`config.mk`:
```
export PLATFORM = sky130hd
export DESIGN_NAME = pong_game_ctrl
export DESIGN_NICKNAME = d
export VERILOG_FILES = /design/src/rtl/pong_pkg.sv /design/src/rtl/pong_ball_step.sv /design/src/rtl/pong_game_ctrl.sv
export SDC_FILE = /design/constraint.sdc
export NUM_CORES = 1
export LEC_CHECK = 0
export BUFFER_PORTS_ARGS = -buffer_cell sky130_fd_sc_hd__buf_2
export CORE_MARGIN = 1
export CORE_UTILIZATION = 39
export DETAILED_ROUTE_END_ITERATION = 7
export HOLD_SLACK_MARGIN = 0.06
export PLACE_DENSITY = 0.67
export SLEW_MARGIN = 30
export SYNTH_ARGS = -nofsm -noshare
export SYNTH_HDL_FRONTEND = slang
export SYNTH_SLANG_ARGS = --single-unit
export TNS_END_PERCENT = 1
```
`constraint.sdc`:
```
create_clock -name board_clk -period 4.3 [get_ports board_clk]
set_input_delay 0.86 -clock board_clk [delete_from_list [all_inputs] [get_ports board_clk]]
set_output_delay 0.86 -clock board_clk [all_outputs]
set_load 0.02 [all_outputs]
```
`src/rtl/pong_pkg.sv`:
```
// Shared state encodings, screen defaults and ball record for the pong game path.
package pong_pkg;

  localparam logic [1:0] QI      = 2'b00;
  localparam logic [1:0] QGAME_1 = 2'b01;
  localparam logic [1:0] QGAME_2 = 2'b10;
  localparam logic [1:0] QDONE   = 2'b11;

  localparam int SCREEN_W_DEF = 640;
  localparam int SCREEN_H_DEF = 480;

  localparam logic [9:0] CENTRE_X = 10'd316;
  localparam logic [8:0] CENTRE_Y = 9'd236;

  localparam logic DIR_RIGHT = 1'b0;
  localparam logic DIR_LEFT  = 1'b1;
  localparam logic DIR_DOWN  = 1'b0;
  localparam logic DIR_UP    = 1'b1;

  typedef struct packed {
    logic [9:0] x;
    logic [8:0] y;
    logic       dir_x;
    logic       dir_y;
  } ball_t;

  localparam ball_t BALL_RST = '{x: CENTRE_X, y: CENTRE_Y, dir_x: DIR_RIGHT, dir_y: DIR_DOWN};

  function automatic logic [3:0] sat_inc(input logic [3:0] s, input logic [3:0] lim);
    return (s < lim) ? s + 4'd1 : s;
  endfunction

endpackage

```
`src/rtl/pong_ball_step.sv`:
```
// One frame of ball motion: wall bounce on Y, paddle hit or miss on X.
module pong_ball_step
  import pong_pkg::*;
#(
  parameter int SCREEN_H  = SCREEN_H_DEF,
  parameter int BALL_SIZE = 8,
  parameter int PADDLE_W  = 10,
  parameter int PADDLE_H  = 50,
  parameter int P1_X      = 0,
  parameter int P2_X      = 630,
  parameter int SPEED     = 2
) (
  input  ball_t      ball_i,
  input  logic [8:0] p1_y_i,
  input  logic [8:0] p2_y_i,
  output ball_t      ball_o,
  output logic       p1_point_o,
  output logic       p2_point_o
);

  localparam logic [10:0] L_LIMIT = 11'(P1_X + PADDLE_W + SPEED);
  localparam logic [10:0] R_LIMIT = 11'(P2_X);
  localparam logic [9:0]  Y_BOT   = 10'(SCREEN_H);

  // Widened copies so edge compares cannot wrap.
  logic [10:0] x11;
  logic [9:0]  y10, p1y10, p2y10;
  logic        p1_ovl, p2_ovl;

  assign x11   = {1'b0, ball_i.x};
  assign y10   = {1'b0, ball_i.y};
  assign p1y10 = {1'b0, p1_y_i};
  assign p2y10 = {1'b0, p2_y_i};

  assign p1_ovl = (y10 + 10'(BALL_SIZE) > p1y10) && (y10 < p1y10 + 10'(PADDLE_H));
  assign p2_ovl = (y10 + 10'(BALL_SIZE) > p2y10) && (y10 < p2y10 + 10'(PADDLE_H));

  always_comb begin
    ball_o     = ball_i;
    p1_point_o = 1'b0;
    p2_point_o = 1'b0;

    if (ball_i.dir_y == DIR_UP) begin
      if (y10 < 10'(SPEED)) begin
        ball_o.y     = '0;
        ball_o.dir_y = DIR_DOWN;
      end else begin
        ball_o.y = 9'(y10 - 10'(SPEED));
      end
    end else begin
      if (y10 + 10'(BALL_SIZE) + 10'(SPEED) > Y_BOT) begin
        ball_o.y     = 9'(SCREEN_H - BALL_SIZE);
        ball_o.dir_y = DIR_UP;
      end else begin
        ball_o.y = 9'(y10 + 10'(SPEED));
      end
    end

    if (ball_i.dir_x == DIR_LEFT) begin
      if (x11 < L_LIMIT) begin
        if (p1_ovl) begin
          ball_o.x     = 10'(P1_X + PADDLE_W);
          ball_o.dir_x = DIR_RIGHT;
        end else begin
          p2_point_o = 1'b1;
        end
      end else begin
        ball_o.x = 10'(x11 - 11'(SPEED));
      end
    end else begin
      if (x11 + 11'(BALL_SIZE) + 11'(SPEED) > R_LIMIT) begin
        if (p2_ovl) begin
          ball_o.x     = 10'(P2_X - BALL_SIZE);
          ball_o.dir_x = DIR_LEFT;
        end else begin
          p1_point_o = 1'b1;
        end
      end else begin
        ball_o.x = 10'(x11 + 11'(SPEED));
      end
    end
  end

endmodule

```
`src/rtl/pong_game_ctrl.sv`:
```
// Pong game sequencer: idle / rally / serve pause / done, scores and ball state.
module pong_game_ctrl
  import pong_pkg::*;
#(
  parameter int SCREEN_W     = SCREEN_W_DEF,
  parameter int SCREEN_H     = SCREEN_H_DEF,
  parameter int BALL_SIZE    = 8,
  parameter int PADDLE_W     = 10,
  parameter int PADDLE_H     = 50,
  parameter int P1_X         = 0,
  parameter int P2_X         = 630,
  parameter int SPEED        = 2,
  parameter int SERVE_FRAMES = 60,
  parameter int WIN_SCORE    = 10
) (
  input  logic       board_clk,
  input  logic       reset,
  input  logic       start,
  input  logic       frame_tick,
  input  logic [8:0] p1_y,
  input  logic [8:0] p2_y,
  output logic [9:0] ball_x,
  output logic [8:0] ball_y,
  output logic [3:0] p1_score,
  output logic [3:0] p2_score,
  output logic [1:0] state,
  output logic       winner
);

  localparam int CNT_W = (SERVE_FRAMES < 2) ? 1 : $clog2(SERVE_FRAMES + 1);
  localparam logic [CNT_W-1:0] SERVE_LOAD = CNT_W'(SERVE_FRAMES);
  localparam logic [CNT_W-1:0] CNT_ONE    = CNT_W'(1);
  localparam logic [3:0]       WIN4       = 4'(WIN_SCORE);
  // A right paddle placed past the screen edge still bounces at the edge.
  localparam int RIGHT_EDGE = (P2_X < SCREEN_W) ? P2_X : SCREEN_W;

  logic [1:0]       state_q, state_d;
  ball_t            ball_q, ball_d, step_ball;
  logic [3:0]       p1_sc_q, p1_sc_d, p2_sc_q, p2_sc_d;
  logic             winner_q, winner_d;
  logic [CNT_W-1:0] cnt_q, cnt_d;
  logic             tick_q;
  logic             p1_pt, p2_pt;

  pong_ball_step #(
    .SCREEN_H (SCREEN_H),
    .BALL_SIZE(BALL_SIZE),
    .PADDLE_W (PADDLE_W),
    .PADDLE_H (PADDLE_H),
    .P1_X     (P1_X),
    .P2_X     (RIGHT_EDGE),
    .SPEED    (SPEED)
  ) u_step (
    .ball_i    (ball_q),
    .p1_y_i    (p1_y),
    .p2_y_i    (p2_y),
    .ball_o    (step_ball),
    .p1_point_o(p1_pt),
    .p2_point_o(p2_pt)
  );

  always_comb begin
    state_d  = state_q;
    ball_d   = ball_q;
    p1_sc_d  = p1_sc_q;
    p2_sc_d  = p2_sc_q;
    winner_d = winner_q;
    cnt_d    = cnt_q;

    if (!start && (state_q == QGAME_1 || state_q == QGAME_2)) begin
      // Abort wins over any pending tick; directions are left as they were.
      state_d  = QI;
      p1_sc_d  = '0;
      p2_sc_d  = '0;
      ball_d.x = CENTRE_X;
      ball_d.y = CENTRE_Y;
    end else begin
      case (state_q)
        QI: begin
          p1_sc_d  = '0;
          p2_sc_d  = '0;
          ball_d.x = CENTRE_X;
          ball_d.y = CENTRE_Y;
          if (start) begin
            state_d      = QGAME_2;
            cnt_d        = SERVE_LOAD;
            ball_d.dir_x = DIR_RIGHT;
          end
        end
        QGAME_2: begin
          ball_d.x = CENTRE_X;
          ball_d.y = CENTRE_Y;
          if (tick_q) begin
            if (cnt_q <= CNT_ONE) begin
              cnt_d   = '0;
              state_d = QGAME_1;
            end else begin
              cnt_d = cnt_q - CNT_ONE;
            end
          end
        end
        QGAME_1: begin
          if (tick_q) begin
            ball_d = step_ball;
            if (p1_pt || p2_pt) begin
              ball_d.x = CENTRE_X;
              ball_d.y = CENTRE_Y;
              if (p1_pt) begin
                p1_sc_d      = sat_inc(p1_sc_q, WIN4);
                ball_d.dir_x = DIR_RIGHT;
              end else begin
                p2_sc_d      = sat_inc(p2_sc_q, WIN4);
                ball_d.dir_x = DIR_LEFT;
              end
              if ((p1_pt ? p1_sc_d : p2_sc_d) == WIN4) begin
                state_d  = QDONE;
                winner_d = p2_pt;
              end else begin
                state_d = QGAME_2;
                cnt_d   = SERVE_LOAD;
              end
            end
          end
        end
        default: begin
          if (!start) begin
            state_d  = QI;
            p1_sc_d  = '0;
            p2_sc_d  = '0;
            ball_d.x = CENTRE_X;
            ball_d.y = CENTRE_Y;
          end
        end
      endcase
    end
  end

  always_ff @(posedge board_clk or posedge reset) begin
    if (reset) begin
      state_q  <= QI;
      ball_q   <= BALL_RST;
      p1_sc_q  <= '0;
      p2_sc_q  <= '0;
      winner_q <= 1'b0;
      cnt_q    <= '0;
      tick_q   <= 1'b0;
    end else begin
      state_q  <= state_d;
      ball_q   <= ball_d;
      p1_sc_q  <= p1_sc_d;
      p2_sc_q  <= p2_sc_d;
      winner_q <= winner_d;
      cnt_q    <= cnt_d;
      tick_q   <= frame_tick;
    end
  end

  assign ball_x   = ball_q.x;
  assign ball_y   = ball_q.y;
  assign p1_score = p1_sc_q;
  assign p2_score = p2_sc_q;
  assign state    = state_q;
  assign winner   = winner_q;

endmodule
```
==> flow_metrics.tcl <==
set metrics [dict create \
    tritoncts "done" \
    synth_compound_area_share_pct 23.7 \
    io_buffers 49 \
    p_leak_uw 0.00203 \
    yosysWarnings 0 \
    grt_pass1_wl_um 18900 \
    crit_top_cell "ha_1" \
    p_per_area_nw_per_um2 525 \
    muxShareOfSynthArea_pct 0.741 \
    hold_class "flop to flop" \
    gp_congestion 0.871 \
    synth-edff-count 0 \
    cap_violations 0 \
    tightest_slew_ns 0.632 \
    final.fill_count 1072 \
    setup_violations 0 \
    synth_adder_area_share_pct 14.8 \
    min_period_over_period_pct 91.7 \
    antenna_found_initial 0 \
    overflow 0 \
    cts_setup_buffers 0 \
    core_area_sq_um 10400 \
    hold_buffers 0 \
    crit_type "flop to flop" \
    whs_ns 0.520 \
    seqCellArea_sq_um 938 \
    finalCriticalPeriod_ns 3.94 \
    fmax_ghz 0.254 \
    crit_buf_inv 1 \
    yosysSeqAreaShare_pct 22.2 \
    ys_async_sr_fraction_pct 100 \
    yosysTopAreaCellShare_pct 16.0 \
    ios 52 \
    grt_max_degree 38 \
    die_h_um 106 \
    report.final.slew_viol_count 0 \
    multi_input_area_sq_um 2890 \
    synth_ff_type "dfrtp_1" \
    synthCells 545 \
    die_w_um 106 \
    r2r_slack_ns 0.36 \
    status "complete, no violations" \
    path_delay_family "simple AND/OR/NAND/NOR gates" \
    final_common_cell "ha_1" \
    rsz0062_at_grt "no" \
    detailroute.via_count 4064 \
    area_delta_synth_final_pct 8.95 \
    fin_setup_tns_ns 0 \
    mappedNetlistArea_sq_um 4220 \
    dp_hpwl_um 8320 \
    yosys-top-cells-area "dfrtp_1 16%, ha_1 15%, dfstp_2 6.2%" \
    root_buffer "clkbuf_8" \
    hold_viol_final 0 \
    crit_fanout 8 \
    clkTransAtPathRegs_ns 0.08 \
    grt_pass1_vias 3989 \
    worst_path_largest_cell_delay_ns 0.62 \
    grt.total_usage_pct 20.4 \
    ir_worst_vdd_uv 308 \
    critical_path.cell_chain "ha_1, nand3_1, xnor2_1, ha_1, nand4_1, a21oi_1, o41ai_1, a22oi_1, buf_4, nor4_4, nor3_2, or4_1, mux2_2" \
    syn_avg_cell_area_sq_um 7.75 \
    num_rows 37 \
    fin_skew_ns 0.00901 \
    synth_cell_types 74 \
    worst_skew_pair.late_latency_ns 0.30 \
    nNetsFinal 646 \
    synthSimpleGateAreaFrac_pct 24.0 \
    synth_top_area_cell "dfrtp_1" \
    synthXorXnorAreaFrac_pct 4.98 \
    critPathArrivalTime_ns 4.13 \
    avgRoutedWirePerCell_um 15.2 \
    cts.sinks 37 \
    drt_iter0_drc 137 \
    layout_common_cells "50 x ha_1, 49 x buf_2, 47 x nor2_1, 43 x inv_1, 43 x nand2_1" \
    worst_setup_path_start_kind "flop" \
    numCtsBuffers 5 \
    crit_required_ns 4.49 \
    fp.dieArea_sq_um 11200 \
    dr.pass1.iters 5 \
    synth_top_family_by_area "simple AND/OR/NAND/NOR gates" \
    postRouteAntennaNets 0 \
    cts_resized 0 \
    viasPerCell 5.72 \
    endpoint_kind "flop" \
    clockBufferDepth 2 \
    initial_core_util_pct 40.5 \
    n_antenna_cell 0 \
    drc 0 \
    crit_slowest_cell "dfstp_2" \
    synth_seq_cells 37 \
    relSlewSlack_pct 57.4 \
    drive_above_1_share_pct 16.0 \
    h-tree-depth 2 \
    routed_wl_um 10800 \
]
## flip-flops by register name, indices dropped and copies added, names as in the netlist
signal and cells:
cnt_q 6, tick_q 1, state 2, ball_y 8, p1_score 4, ball_x 9, ball_q 2, winner 1
p2_score 4
## final cells by class
type | instances | area share (%)
clock buffers | 7 | 1.88
inverters | 43 | 3.51
flip-flops and latches | 37 | 20.4
clock inverters | 1 | 0.163
well taps | 136 | 3.70
multi-input cells | 424 | 62.7
repair buffers | 63 | 7.62
## where the power goes
| group | leakage (uW) | switching [uW] | internal [uW] |
|---|---|---|---|
| Combinational | 0.00153 | 928 | 619 |
| Clock | 0.0000445 | 133 | 130 |
| Sequential | 0.000454 | 165 | 439 |
## path summary, 6_finish.rpt
check                      startpoint           to  cells past startpoint
setup reg to reg            ball_y[3]  p2_score[0]                     13
hold reg to reg              cnt_q[5]     cnt_q[5]                      1
max in group asynchronous       reset    ball_y[2]                      3
setup / recovery            ball_y[3]  p2_score[0]                     13
hold / removal               cnt_q[5]     cnt_q[5]                      1
min in group asynchronous       reset     cnt_q[3]                      3
## per-stage QoR
step	power, uW	setup WS [ns]	instances	util [%]	instance area (sq um)
2_1_floorplan	1750	0.515	546	-	4230
3_3_place_gp	2090	0.225	703	43.3	4510
3_5_place_dp	2140	0.136	703	43.3	4510
4_1_cts	2410	0.345	711	44.2	4600
5_1_grt	2660	0.0808	711	44.2	4600
6_report	2410	0.359	711	44.2	4600
## metal layers
metal | GRT usage, % | part of all wire, % | routed length (um) | vias up
met3 | 3.99 | 5.4 | 587 | 19
li1 | - | - | - | 2036
met4 | 5.16 | 1.7 | 185 | 0
met1 | 27.4 | 48 | 5130 | 1889
met5 | 0 | 0 | 0 | -
met2 | 33.6 | 45 | 4870 | 120
## synthesized netlist by cell type, types with 5 or more instances
| cell | n |
|---|---|
| a21oi_1 | 37 |
| a22o_1 | 8 |
| a31oi_1 | 6 |
| and3_1 | 8 |
| buf_2 | 8 |
| buf_4 | 19 |
| clkbuf_1 | 13 |
| dfrtp_1 | 27 |
| dfstp_2 | 10 |
| ha_1 | 50 |
| inv_1 | 43 |
| nand2_1 | 43 |
| nand3_1 | 23 |
| nand4_1 | 9 |
| nor2_1 | 47 |
| nor3_1 | 23 |
| nor4_1 | 6 |
| o211ai_1 | 5 |
| o21a_1 | 6 |
| o21ai_0 | 33 |
| o22a_1 | 5 |
| o22ai_1 | 5 |
| xnor2_1 | 18 |
| xor2_1 | 6 |
## kinds of logic (layout without fill, tap and decap cells)
kind of cell / Yosys count / after routing
mux: 3 / 3
compound gates: 150 / 150
flops: 37 / 37
fa+ha+maj: 50 / 50
xor+xnor: 24 / 24
other cells: 1 / 2
buf+inv: 85 / 114
simple gates: 195 / 195
No activity file was read; power rests on OpenSTA's default activity.
